<file path="src/rtl/pipe_ctrl_pkg.sv">
// Shared types and constants for the dual-lane issue controller.
package pipe_ctrl_pkg;

  typedef enum logic [1:0] {
    ST_RUN   = 2'd0,
    ST_SPLIT = 2'd1,
    ST_REDIR = 2'd2
  } issue_state_t;

  localparam int NUM_LANES = 2;
  localparam int LANE0     = 0;
  localparam int LANE1     = 1;

  localparam logic [NUM_LANES-1:0] LANES_NONE = 2'b00;
  localparam logic [NUM_LANES-1:0] LANES_L0   = 2'b01;
  localparam logic [NUM_LANES-1:0] LANES_L1   = 2'b10;
  localparam logic [NUM_LANES-1:0] LANES_BOTH = 2'b11;

  // Lanes of EX that survive into ME on a redirect: lane1 is younger than
  // lane0, so a lane0 redirect kills it.
  function automatic logic [NUM_LANES-1:0] redir_keep(input logic redir_lane);
    return redir_lane ? LANES_BOTH : LANES_L0;
  endfunction

endpackage

</file>
<file path="src/rtl/pipe_issue_ctrl_sat_counter.sv">
// Saturating up-counter; sticks at all-ones instead of wrapping.
module sat_counter #(
  parameter int W = 32
) (
  input  logic         clk,
  input  logic         rst,
  input  logic         en,
  input  logic         clear,
  output logic [W-1:0] q
);

  // Count enabled cycles, holding at the maximum value.
  always_ff @(posedge clk or posedge rst) begin
    if (rst) begin
      q <= '0;
    end else if (clear) begin
      q <= '0;
    end else if (en && (q != {W{1'b1}})) begin
      q <= q + 1'b1;
    end
  end

endmodule

</file>
<file path="src/rtl/pipe_issue_ctrl.sv">
// Issue sequencer for the dual-lane IF/ID/EX/ME/WB pipeline.
//
// state    | meaning
// ---------+------------------------------------------------------------
// ST_RUN   | normal issue; pair issues together unless a hazard splits it
// ST_SPLIT | lane0 of the ID pair has issued, lane1 is pending
// ST_REDIR | refetch cycle after an EX redirect; nothing issues
module pipe_issue_ctrl
  import pipe_ctrl_pkg::*;
#(
  parameter int CNT_W = 32
) (
  input  logic                 CLK,
  input  logic                 RST,
  input  logic [NUM_LANES-1:0] id_valid,
  input  logic                 id_pair_dep,
  input  logic [NUM_LANES-1:0] id_load_use,
  input  logic                 ex_redirect,
  input  logic                 ex_redir_lane,
  input  logic                 me_busy,
  output logic                 if_stall,
  output logic                 id_stall,
  output logic                 flush_if,
  output logic                 flush_id,
  output logic [NUM_LANES-1:0] ex_valid,
  output logic [NUM_LANES-1:0] me_valid,
  output logic [NUM_LANES-1:0] wb_valid,
  output logic                 split_o,
  output logic [CNT_W-1:0]     stall_cnt
);

  issue_state_t         state_q;
  issue_state_t         state_d;
  logic [NUM_LANES-1:0] ex_issue;
  logic                 lu0_hit;
  logic                 lu1_hit;
  logic                 pair_split;

  // A load-use or pair dependency only matters for lanes that actually hold work.
  assign lu0_hit    = id_load_use[LANE0] & id_valid[LANE0];
  assign lu1_hit    = id_load_use[LANE1] & id_valid[LANE1];
  assign pair_split = (id_pair_dep | lu1_hit) & (id_valid == LANES_BOTH);

  // State register.
  always_ff @(posedge CLK or posedge RST) begin
    if (RST) begin
      state_q <= ST_RUN;
    end else begin
      state_q <= state_d;
    end
  end

  // Next state: me_busy freezes the FSM, a redirect overrides everything else.
  always_comb begin
    state_d = state_q;
    if (me_busy) begin
      state_d = state_q;
    end else if (ex_redirect) begin
      state_d = ST_REDIR;
    end else begin
      case (state_q)
        ST_RUN:   if (!lu0_hit && pair_split) state_d = ST_SPLIT;
        ST_SPLIT: if (!id_load_use[LANE1]) state_d = ST_RUN;
        ST_REDIR: state_d = ST_RUN;
        default:  state_d = ST_RUN;
      endcase
    end
  end

  // Stall/flush outputs and the issue decision for the ID pair.
  always_comb begin
    if_stall = 1'b0;
    id_stall = 1'b0;
    flush_if = 1'b0;
    flush_id = 1'b0;
    split_o  = 1'b0;
    ex_issue = LANES_NONE;
    if (!RST) begin
      split_o = (state_q == ST_SPLIT);
      if (me_busy) begin
        if_stall = 1'b1;
        id_stall = 1'b1;
      end else if (ex_redirect) begin
        flush_if = 1'b1;
        flush_id = 1'b1;
      end else begin
        case (state_q)
          ST_RUN: begin
            if (lu0_hit) begin
              if_stall = 1'b1;
              id_stall = 1'b1;
            end else if (pair_split) begin
              if_stall = 1'b1;
              id_stall = 1'b1;
              ex_issue = LANES_L0;
            end else if (lu1_hit) begin
              // lane1 hazard with lane0 empty: nothing to split off, just wait
              if_stall = 1'b1;
              id_stall = 1'b1;
            end else begin
              ex_issue = id_valid;
            end
          end
          ST_SPLIT: begin
            if (id_load_use[LANE1]) begin
              if_stall = 1'b1;
              id_stall = 1'b1;
            end else begin
              ex_issue = LANES_L1;
            end
          end
          default: ex_issue = LANES_NONE;
        endcase
      end
    end
  end

  // Per-lane valid pipeline EX -> ME -> WB.
  always_ff @(posedge CLK or posedge RST) begin
    if (RST) begin
      ex_valid <= LANES_NONE;
      me_valid <= LANES_NONE;
      wb_valid <= LANES_NONE;
    end else if (me_busy) begin
      wb_valid <= LANES_NONE;
    end else if (ex_redirect) begin
      ex_valid <= LANES_NONE;
      me_valid <= ex_valid & redir_keep(ex_redir_lane);
      wb_valid <= me_valid;
    end else begin
      ex_valid <= ex_issue;
      me_valid <= ex_valid;
      wb_valid <= me_valid;
    end
  end

  sat_counter #(
    .W(CNT_W)
  ) u_stall_cnt (
    .clk  (CLK),
    .rst  (RST),
    .en   (id_stall),
    .clear(1'b0),
    .q    (stall_cnt)
  );

endmodule

</file>
<file path="config.mk">
export PLATFORM = sky130hd
export DESIGN_NAME = pipe_issue_ctrl
export DESIGN_NICKNAME = d
export VERILOG_FILES = /design/src/rtl/pipe_ctrl_pkg.sv /design/src/rtl/pipe_issue_ctrl_sat_counter.sv /design/src/rtl/pipe_issue_ctrl.sv
export SDC_FILE = /design/constraint.sdc
export NUM_CORES = 1
export LEC_CHECK = 0
export ABC_CLOCK_PERIOD_IN_PS = 8100
export CORE_UTILIZATION = 51
export DETAILED_ROUTE_END_ITERATION = 6
export PLACE_DENSITY = 0.89
export SETUP_SLACK_MARGIN = 0.15
export SLEW_MARGIN = 25
export SYNTH_ARGS = -nofsm -noshare
export SYNTH_HDL_FRONTEND = slang
export SYNTH_SLANG_ARGS = --single-unit
</file>
<file path="constraint.sdc">
create_clock -name CLK -period 8.1 [get_ports CLK]
set_input_delay 2.025 -clock CLK [delete_from_list [all_inputs] [get_ports CLK]]
set_output_delay 2.025 -clock CLK [all_outputs]
set_load 0.005 [all_outputs]
</file>
==> results of run 1 <==
[layout make-up]
type / instances / area share
multi-input combinational: 133 / 0.335
clock buffer: 8 / 0.0352
tap: 46 / 0.0225
inverter: 7 / 0.0103
sequential: 40 / 0.391
timing repair buffer: 53 / 0.206
[power breakdown]
part	total [uW]	internal [uW]	switching [uW]
Clock	132	69.4	62.7
Combinational	77.4	44.6	32.8
Sequential	235	215	20.6
Total	445	329	116
[flip-flops by register name, indices dropped and copies added, names as in the netlist]
signal / flops
me_valid: 2
u_stall_cnt.q: 32
state_q: 2
ex_valid: 2
wb_valid: 2
[cells in the final DEF, fill, tap and decap left out, drive strengths merged]
cell type / netlist / layout
a211oi: 1 / 1
a21oi: 1 / 1
a31oi: 2 / 2
and2: 4 / 4
and3: 2 / 2
and4: 2 / 2
and4b: 1 / 1
buf: 4 / 1
clkbuf: 1 / 8
clkdlybuf4s50: 0 / 52
dfrtp: 40 / 40
ha: 1 / 1
inv: 7 / 7
mux2: 1 / 1
nand2: 24 / 24
nand3: 14 / 14
nand4: 13 / 13
nand4b: 1 / 1
nor2: 17 / 17
nor2b: 2 / 2
nor3: 8 / 8
o211ai: 1 / 1
o21ai: 3 / 3
o32ai: 2 / 2
o41ai: 1 / 1
or2: 1 / 1
xnor2: 19 / 19
xor2: 12 / 12
[metrics by stage]
step                 util  hold slack (ns)  std cells
CTS                 0.738            0.490        287
floorplan               -            0.473        185
global placement    0.712            0.477        279
detailed placement  0.712            0.474        279
global route        0.738            0.512        287
finish              0.738            0.495        287
[worst min path at each step]
| stage | endpoint | slack, ns |
|---|---|---|
| final | u_stall_cnt.q[7] | 0.49 |
| after floorplan | state_q[1] | 0.47 |
| after CTS | u_stall_cnt.q[7] | 0.49 |
| after detailed placement | u_stall_cnt.q[7] | 0.47 |
| after global routing | u_stall_cnt.q[7] | 0.51 |
| after global placement | u_stall_cnt.q[7] | 0.48 |
[kinds of logic (layout without fill, tap and decap cells)]
logic type	after synthesis	after routing	share of synthesized area
AND/OR/NAND/NOR	89	89	0.244
flip-flops	40	40	0.518
XOR/XNOR	31	31	0.141
buffers and inverters	12	68	0.0369
AO/OA/AOI/OAI	11	11	0.0480
adder cells (fa/ha/maj)	1	1	0.00648
multiplexers	1	1	0.00583
[worst max-delay path, cell delays in order]
cell,delay (ns)
clkdlybuf4s50_1,0.49
inv_1,0.08
buf_4,0.43
nand2_1,0.19
o32ai_4,0.36
clkdlybuf4s50_1,0.58
[routing by layer]
metal  part of all wire  vias up  GRT usage
met3              0.050        3     0.0652
li1                   -      742          -
met4             0.0084        0     0.0511
met2               0.49       42      0.350
met5                  0        -          0
met1               0.46      730      0.271
==> results.cfg, run 1 <==
[status]
run_status = finished clean

[hold_path]
min-delay-path-class = flop to flop
min-delay-start = u_stall_cnt.q[7]
worst_hold_path.num_cells = 1

[route]
drc = 0
post_drt_wl_per_cell_um = 13.3
routed_wl_um = 3830
detail-route-antenna-nets = 0
vias = 1517
drt_iter0_drc = 69
avgViaCountPerCell = 5.29
detailedRoute.firstPassIterationCount = 4

[place]
place_hpwl_um = 2870
buffer_ports.inserted = 52
dpl_worst_slack_ns = 1.86
instance_area_at_placement_um2 = 2470
gp_congestion = 0.824

[timing]
post-route-period-util = 0.764
achievable-frequency_mhz = 162
worst_clock_skew_on_the_final_layout_ns = 0.00546
tightest_slew_ns = 0.562
finalSetupViolCount = 0
hold_violations = 0
grt_setup_unrepaired = false
timing.final.max_slew_violations = 0
min_period_ns = 6.19
slew_headroom = 0.626
finalWorstSetupSlack_ns = 1.91
timing.setup.tns_ns = 0

[yosys]
synthDominantAreaCellType = dfrtp_1
synth-main-ff-cell = dfrtp_1
async_flop_share = 1.00
syn_nets = 196
syn-instance-count = 185
synth_common_cells = 40 x dfrtp_1, 24 x nand2_1, 19 x xnor2_1
number_of_storage_elements_in_the_synthesis_netlist = 40
yosys.cell_types.count = 33
seq_area_frac_synth = 0.518
post-synth-top-count-cell = dfrtp_1
synthesis.area_um2 = 1930
number_of_synthesized_flops_with_an_enable_pin = 0
syn-mean-instance-area_um2 = 10.4
synth.area.top_cells = dfrtp_1 52%, xnor2_1 8.6%, xor2_1 5.4%
synth_largest_type_area_fraction = 0.518
synth-warning-count = 0

[cts]
cts_hold_buffers = 0
cts_max_level = 2
clk-insertion-delay-late_ns = 0.29
clock_sinks = 40
post_cts_buffers = 0
cts_tree = done
quantity_of_gates_resized_following_cts = 0
cts-root-to-sink-buffers = 2
clock_pin_slew_on_the_worst_setup_and_hold_paths_ns = 0.06
cts_buffers = 5
cts_root_buf = clkbuf_8

[finish]
insertedDiodeCount = 0
final_nets = 251
stdcell_area_um2 = 2560
n_fill_cell = 259
synthToLayoutAreaGrowth_pct = 32.7
multiInputGateArea_um2 = 858
post_route_cells_drive_above_1_share = 0.0622
final-seq-area_um2 = 1000

[setup_path]
crit_start = RST
critical_path.reg2reg.endpoint = u_stall_cnt.q[19]
endpoint = if_stall
critPathLaunchType = input pin
critPathCaptureType = primary output
worstRegToRegCells = 6
critical_path_arrival_ns = 4.16
critical_path_required_ns = 6.08
r2r_slack_ns = 5.91
path_max_fanout = 42
reg_to_reg_startpoint = state_q[1]
critPathKind = input pin to primary output

[floorplan]
die-height_um = 63.5
die_x_um = 63.5
row_count = 21
core_area_um2 = 3470
floorplan.die_area_um2 = 4040
pin_count = 53
initial_core_util = 0.557

[power]
ir_worst_vdd_v = 0.0000886
overall_power_after_layout_uw = 445
leakage_uw = 0.00110
pwr_density_cell_nw_per_um2 = 174

[grt]
grt_start_max_net_pins = 43
gr-usage-all-layers = 0.212
via_count_of_the_first_global_routing_pass = 1408
global_route_wire_length_before_repair_um = 6570
gr-total-overflow = 0
antenna_violations_before_repair = 0

[flow_run]
maxCapViolations = 0
No activity file was read; power rests on OpenSTA's default activity.
==> inputs of run 2 (changes only) <==
Settings changed: ABC_CLOCK_PERIOD_IN_PS 8100 to 5300, CORE_UTILIZATION 51 to 43, PLACE_DENSITY 0.89 to 0.81.
Clock period 8.1 ns to 5.3 ns, I/O delays scaled along.
==> results.cfg, run 2 (synthesis results as in run 1) <==
[floorplan]
initial_core_util = 0.446
pin_count = 53
floorplan.die_area_um2 = 4760
core_area_um2 = 4320
row_count = 24
die-height_um = 69.0
die_x_um = 69.0

[timing]
tightest_slew_ns = 0.587
minimum_hold_slack_ns = 0.492
grt_setup_unrepaired = false
timing.final.max_slew_violations = 0
finalSetupViolCount = 0
post-route-period-util = 0.832
worst_clock_skew_on_the_final_layout_ns = 0.00640
min_period_ns = 4.41
hold_violations = 0
slew_headroom = 0.609
timing.setup.tns_ns = 0
achievable-frequency_mhz = 227

[finish]
post_route_cells_drive_above_1_share = 0.0622
n_fill_cell = 373
most-common-layout-cells = 52 x clkdlybuf4s50_1, 40 x dfrtp_1, 24 x nand2_1
top_register = u_stall_cnt.q
final_nets = 251
largest_reg_flops = 32
final-seq-area_um2 = 1000
insertedDiodeCount = 0
multiInputGateArea_um2 = 858
synthToLayoutAreaGrowth_pct = 33.1
layout.cells.most_common = clkdlybuf4s50_1

[route]
routed_wl_um = 3880
post_drt_wl_per_cell_um = 13.2
dr_wl_met3_um = 168
dr_wl_met2_um = 1870
detail-route-antenna-nets = 0
maxUsedRoutingLayer = met4
detailedRoute.firstPassIterationCount = 4
vias = 1510
met1_length_um = 1770
avgViaCountPerCell = 5.15
drt_iter0_drc = 52
drc = 0

[setup_path]
critical_path_arrival_ns = 3.08
path_max_fanout = 7
cpMaxStageDelayCell = clkdlybuf4s50_1
critical_path_required_ns = 3.97
kind_of_cell_adding_the_most_delay_to_the_critical_path = buffers and inverters
cpMostUsedCell = clkdlybuf4s50_1
critPathCaptureType = primary output
cp_num_buf_inv = 2
critPathKind = input pin to primary output
critPathLaunchType = input pin
path_cells = clkdlybuf4s50_1 -> or2_1 -> a31oi_1 -> o32ai_4 -> clkdlybuf4s50_1
cp_slowest_stage_delay_ns = 0.57

[cts]
quantity_of_gates_resized_following_cts = 0
clk-insertion-delay-late_ns = 0.29
cts_max_level = 2
cts_tree = done
post_cts_buffers = 0
cts_buffers = 5
cts-root-to-sink-buffers = 2
clock_pin_slew_on_the_worst_setup_and_hold_paths_ns = 0.07
clock_sinks = 40
cts_hold_buffers = 0
cts_root_buf = clkbuf_8

[power]
total_switching_power_uw = 180
power.share.combinational = 0.177
leakage_uw = 0.00110
p_int_uw = 503
power.share.sequential = 0.526
p_clk_frac = 0.296
power.share.switching = 0.263
pwr_density_cell_nw_per_um2 = 266
ir_worst_vdd_v = 0.000157

[place]
gp_congestion = 0.824
place_hpwl_um = 2880
buffer_ports.inserted = 52

[flow_run]
maxCapViolations = 0

[grt]
global_route_wire_length_before_repair_um = 6780
gr-total-overflow = 0
gr-usage-all-layers = 0.179
grt_start_max_net_pins = 42
via_count_of_the_first_global_routing_pass = 1480
antenna_violations_before_repair = 0

[status]
run_status = finished clean

[hold_path]
min-delay-path-class = flop to flop
-- run 2: metrics by stage --
stage	setup slack [ns]	cell area, um2	power, uW	util	instances
after floorplan	1.01	1930	415	-	185
after global placement	0.943	2480	481	0.573	285
after detailed placement	0.900	2480	488	0.573	285
after CTS	0.900	2570	692	0.594	293
after global routing	0.795	2570	720	0.594	293
final	0.893	2570	683	0.594	293
-- run 2: cell type report --
type / count / share of cell area
sequential: 40 / 0.390
multi-input combinational: 133 / 0.334
timing repair buffer: 53 / 0.206
clock buffer: 8 / 0.0351
tap: 52 / 0.0253
inverter: 7 / 0.0102
-- run 2: power by group through the flow --
stage,sequential (uW),clock [uW],combinational [uW]
after floorplan,361,0,54.5
after global placement,362,0,118
after detailed placement,365,0,123
after CTS,359,210,123
after global routing,363,221,136
final,359,202,121
-- run 2: final timing paths --
| kind | from | to | slack [ns] | cells after the start |
|---|---|---|---|---|
| max | id_load_use[0] | id_stall | 0.89 | 5 |
| max in group asynchronous | RST | ex_valid[0] | 3.29 | 3 |
| min in group asynchronous | RST | u_stall_cnt.q[6] | 1.66 | 3 |
| min reg2reg | u_stall_cnt.q[7] | u_stall_cnt.q[7] | 0.49 | 1 |
| max reg2reg | state_q[1] | u_stall_cnt.q[19] | 3.11 | 6 |
| min | u_stall_cnt.q[7] | u_stall_cnt.q[7] | 0.49 | 1 |
-- run 2: per-layer routing --
metal | track usage | vias up
li1 | - | 743
met1 | 0.226 | 717
met2 | 0.287 | 40
met3 | 0.0409 | 10
met4 | 0.0884 | 0
met5 | 0 | -
-- run 2: worst register-to-register path: stages, from the launching register on --
cell and delay [ns]:
dfrtp_1 0.39, nor2_1 0.22, nand2_1 0.15, o32ai_4 0.34
and2_1 0.57, and4b_1 0.29, xor2_1 0.15
==> inputs of run 3 (changes only) <==
Settings changed: ABC_CLOCK_PERIOD_IN_PS 5300 to 4400, CORE_UTILIZATION 43 to 48, PLACE_DENSITY 0.81 to 0.85.
Clock period 5.3 ns to 4.4 ns, I/O delays scaled along.
==> results.cfg, run 3 (synthesis results as in run 1) <==
[setup_path]
path_cells = clkdlybuf4s50_1 -> or2_1 -> a31oi_1 -> o32ai_4 -> clkdlybuf4s50_1
cp_num_buf_inv = 2
cp_slowest_stage_delay_ns = 0.57
cpMostUsedCell = clkdlybuf4s50_1
crit_start = id_load_use[0]
critPathKind = input pin to primary output
critical_path_arrival_ns = 2.86
reg_to_reg_startpoint = state_q[1]
critPathCaptureType = primary output
critical_path_required_ns = 3.30
path_max_fanout = 7
kind_of_cell_adding_the_most_delay_to_the_critical_path = buffers and inverters
cpMaxStageDelayCell = clkdlybuf4s50_1
critPathLaunchType = input pin

[floorplan]
row_count = 22
initial_core_util = 0.512
floorplan.die_area_um2 = 4280
die_x_um = 65.4
pin_count = 53
core_area_um2 = 3770
die-height_um = 65.4

[cts]
post_cts_buffers = 0
cts_root_buf = clkbuf_8
cts_hold_buffers = 0
cts_max_level = 2
quantity_of_gates_resized_following_cts = 0
cts_tree = done
clock_pin_slew_on_the_worst_setup_and_hold_paths_ns = 0.07
clk-insertion-delay-late_ns = 0.29
cts_buffers = 5
cts-root-to-sink-buffers = 2
clock_sinks = 40

[power]
leakage_uw = 0.00111
power.share.sequential = 0.520
ir_worst_vdd_v = 0.000201
p_int_uw = 617
total_switching_power_uw = 212
power.share.combinational = 0.173
p_clk_frac = 0.308
power.share.switching = 0.255
pwr_density_cell_nw_per_um2 = 322

[timing]
timing.setup.tns_ns = 0
tightest_slew_ns = 0.574
achievable-frequency_mhz = 252
hold_violations = 0
worst_clock_skew_on_the_final_layout_ns = 0.00148
post-route-period-util = 0.901
slew_headroom = 0.618
min_period_ns = 3.96
finalSetupViolCount = 0
minimum_hold_slack_ns = 0.488
grt_setup_unrepaired = false
timing.final.max_slew_violations = 0

[finish]
top_register = u_stall_cnt.q
stdcell_area_um2 = 2580
insertedDiodeCount = 0
fin_util = 0.683
largest_reg_flops = 32
post_route_cells_drive_above_1_share = 0.0705
synthToLayoutAreaGrowth_pct = 33.5
layout.cells.most_common = clkdlybuf4s50_1
final_nets = 252
final_cells = 289
most-common-layout-cells = 52 x clkdlybuf4s50_1, 40 x dfrtp_1, 24 x nand2_1

[place]
gp_congestion = 0.834
buffer_ports.inserted = 52
place_hpwl_um = 2820
instance_area_at_placement_um2 = 2480
dp.cells = 282

[flow_run]
maxCapViolations = 0

[route]
detail-route-antenna-nets = 0
vias = 1538
avgViaCountPerCell = 5.32
drt_iter0_drc = 77
drc = 0
routed_wl_um = 3810
detailedRoute.firstPassIterationCount = 4
post_drt_wl_per_cell_um = 13.2

[grt]
via_count_of_the_first_global_routing_pass = 1492
gr-total-overflow = 0
grt_start_max_net_pins = 42
gr-usage-all-layers = 0.209
global_route_wire_length_before_repair_um = 6640
antenna_violations_before_repair = 0

[status]
run_status = finished clean

[hold_path]
min-delay-start = u_stall_cnt.q[7]
min-delay-path-class = flop to flop
==> run 3: cell count changes in the layout (fill, tap and decap cells not counted) <==
cell / previous run / this run
clkbuf_8: 6 / 7
clkbuf_1: 2 / 0
buf_4: 1 / 2
==> run 3: final cells by class <==
cell class / instances / area [um2]
Multi-Input combinational cell: 133 / 858
Timing Repair Buffer: 54 / 536
Sequential cell: 40 / 1000
Inverter: 7 / 26.3
Tap cell: 48 / 60.1
Fill cell: 318 / 1190
Clock buffer: 7 / 96.3
==> run 3: layer usage <==
metal | track usage | wire (um)
met1 | 0.258 | 1740
met2 | 0.334 | 1770
met3 | 0.0677 | 218
met4 | 0.0924 | 88
met5 | 0 | 0
==> run 3: per-stage QoR <==
step / power (uW) / worst slack (ns)
CTS: 838 / 0.436
global route: 872 / 0.318
detailed placement: 583 / 0.437
global placement: 578 / 0.485
finish: 829 / 0.437
floorplan: 500 / 0.557
==> run 3: final timing paths <==
check | endpoint | slack, ns | cells past startpoint
max in group asynchronous | u_stall_cnt.q[22] | 2.64 | 3
worst min-delay path | u_stall_cnt.q[7] | 0.49 | 1
worst max register to register | u_stall_cnt.q[19] | 2.23 | 6
worst max-delay path | id_stall | 0.44 | 5
min in group asynchronous | u_stall_cnt.q[2] | 1.43 | 3
worst min register to register | u_stall_cnt.q[7] | 0.49 | 1
==> run 3: power groups by stage <==
stage,Sequential [uW],Combinational (uW),Clock [uW]
floorplan,435,65.6,0
global placement,437,142,0
detailed placement,438,145,0
CTS,431,145,262
global route,435,159,278
finish,431,143,255
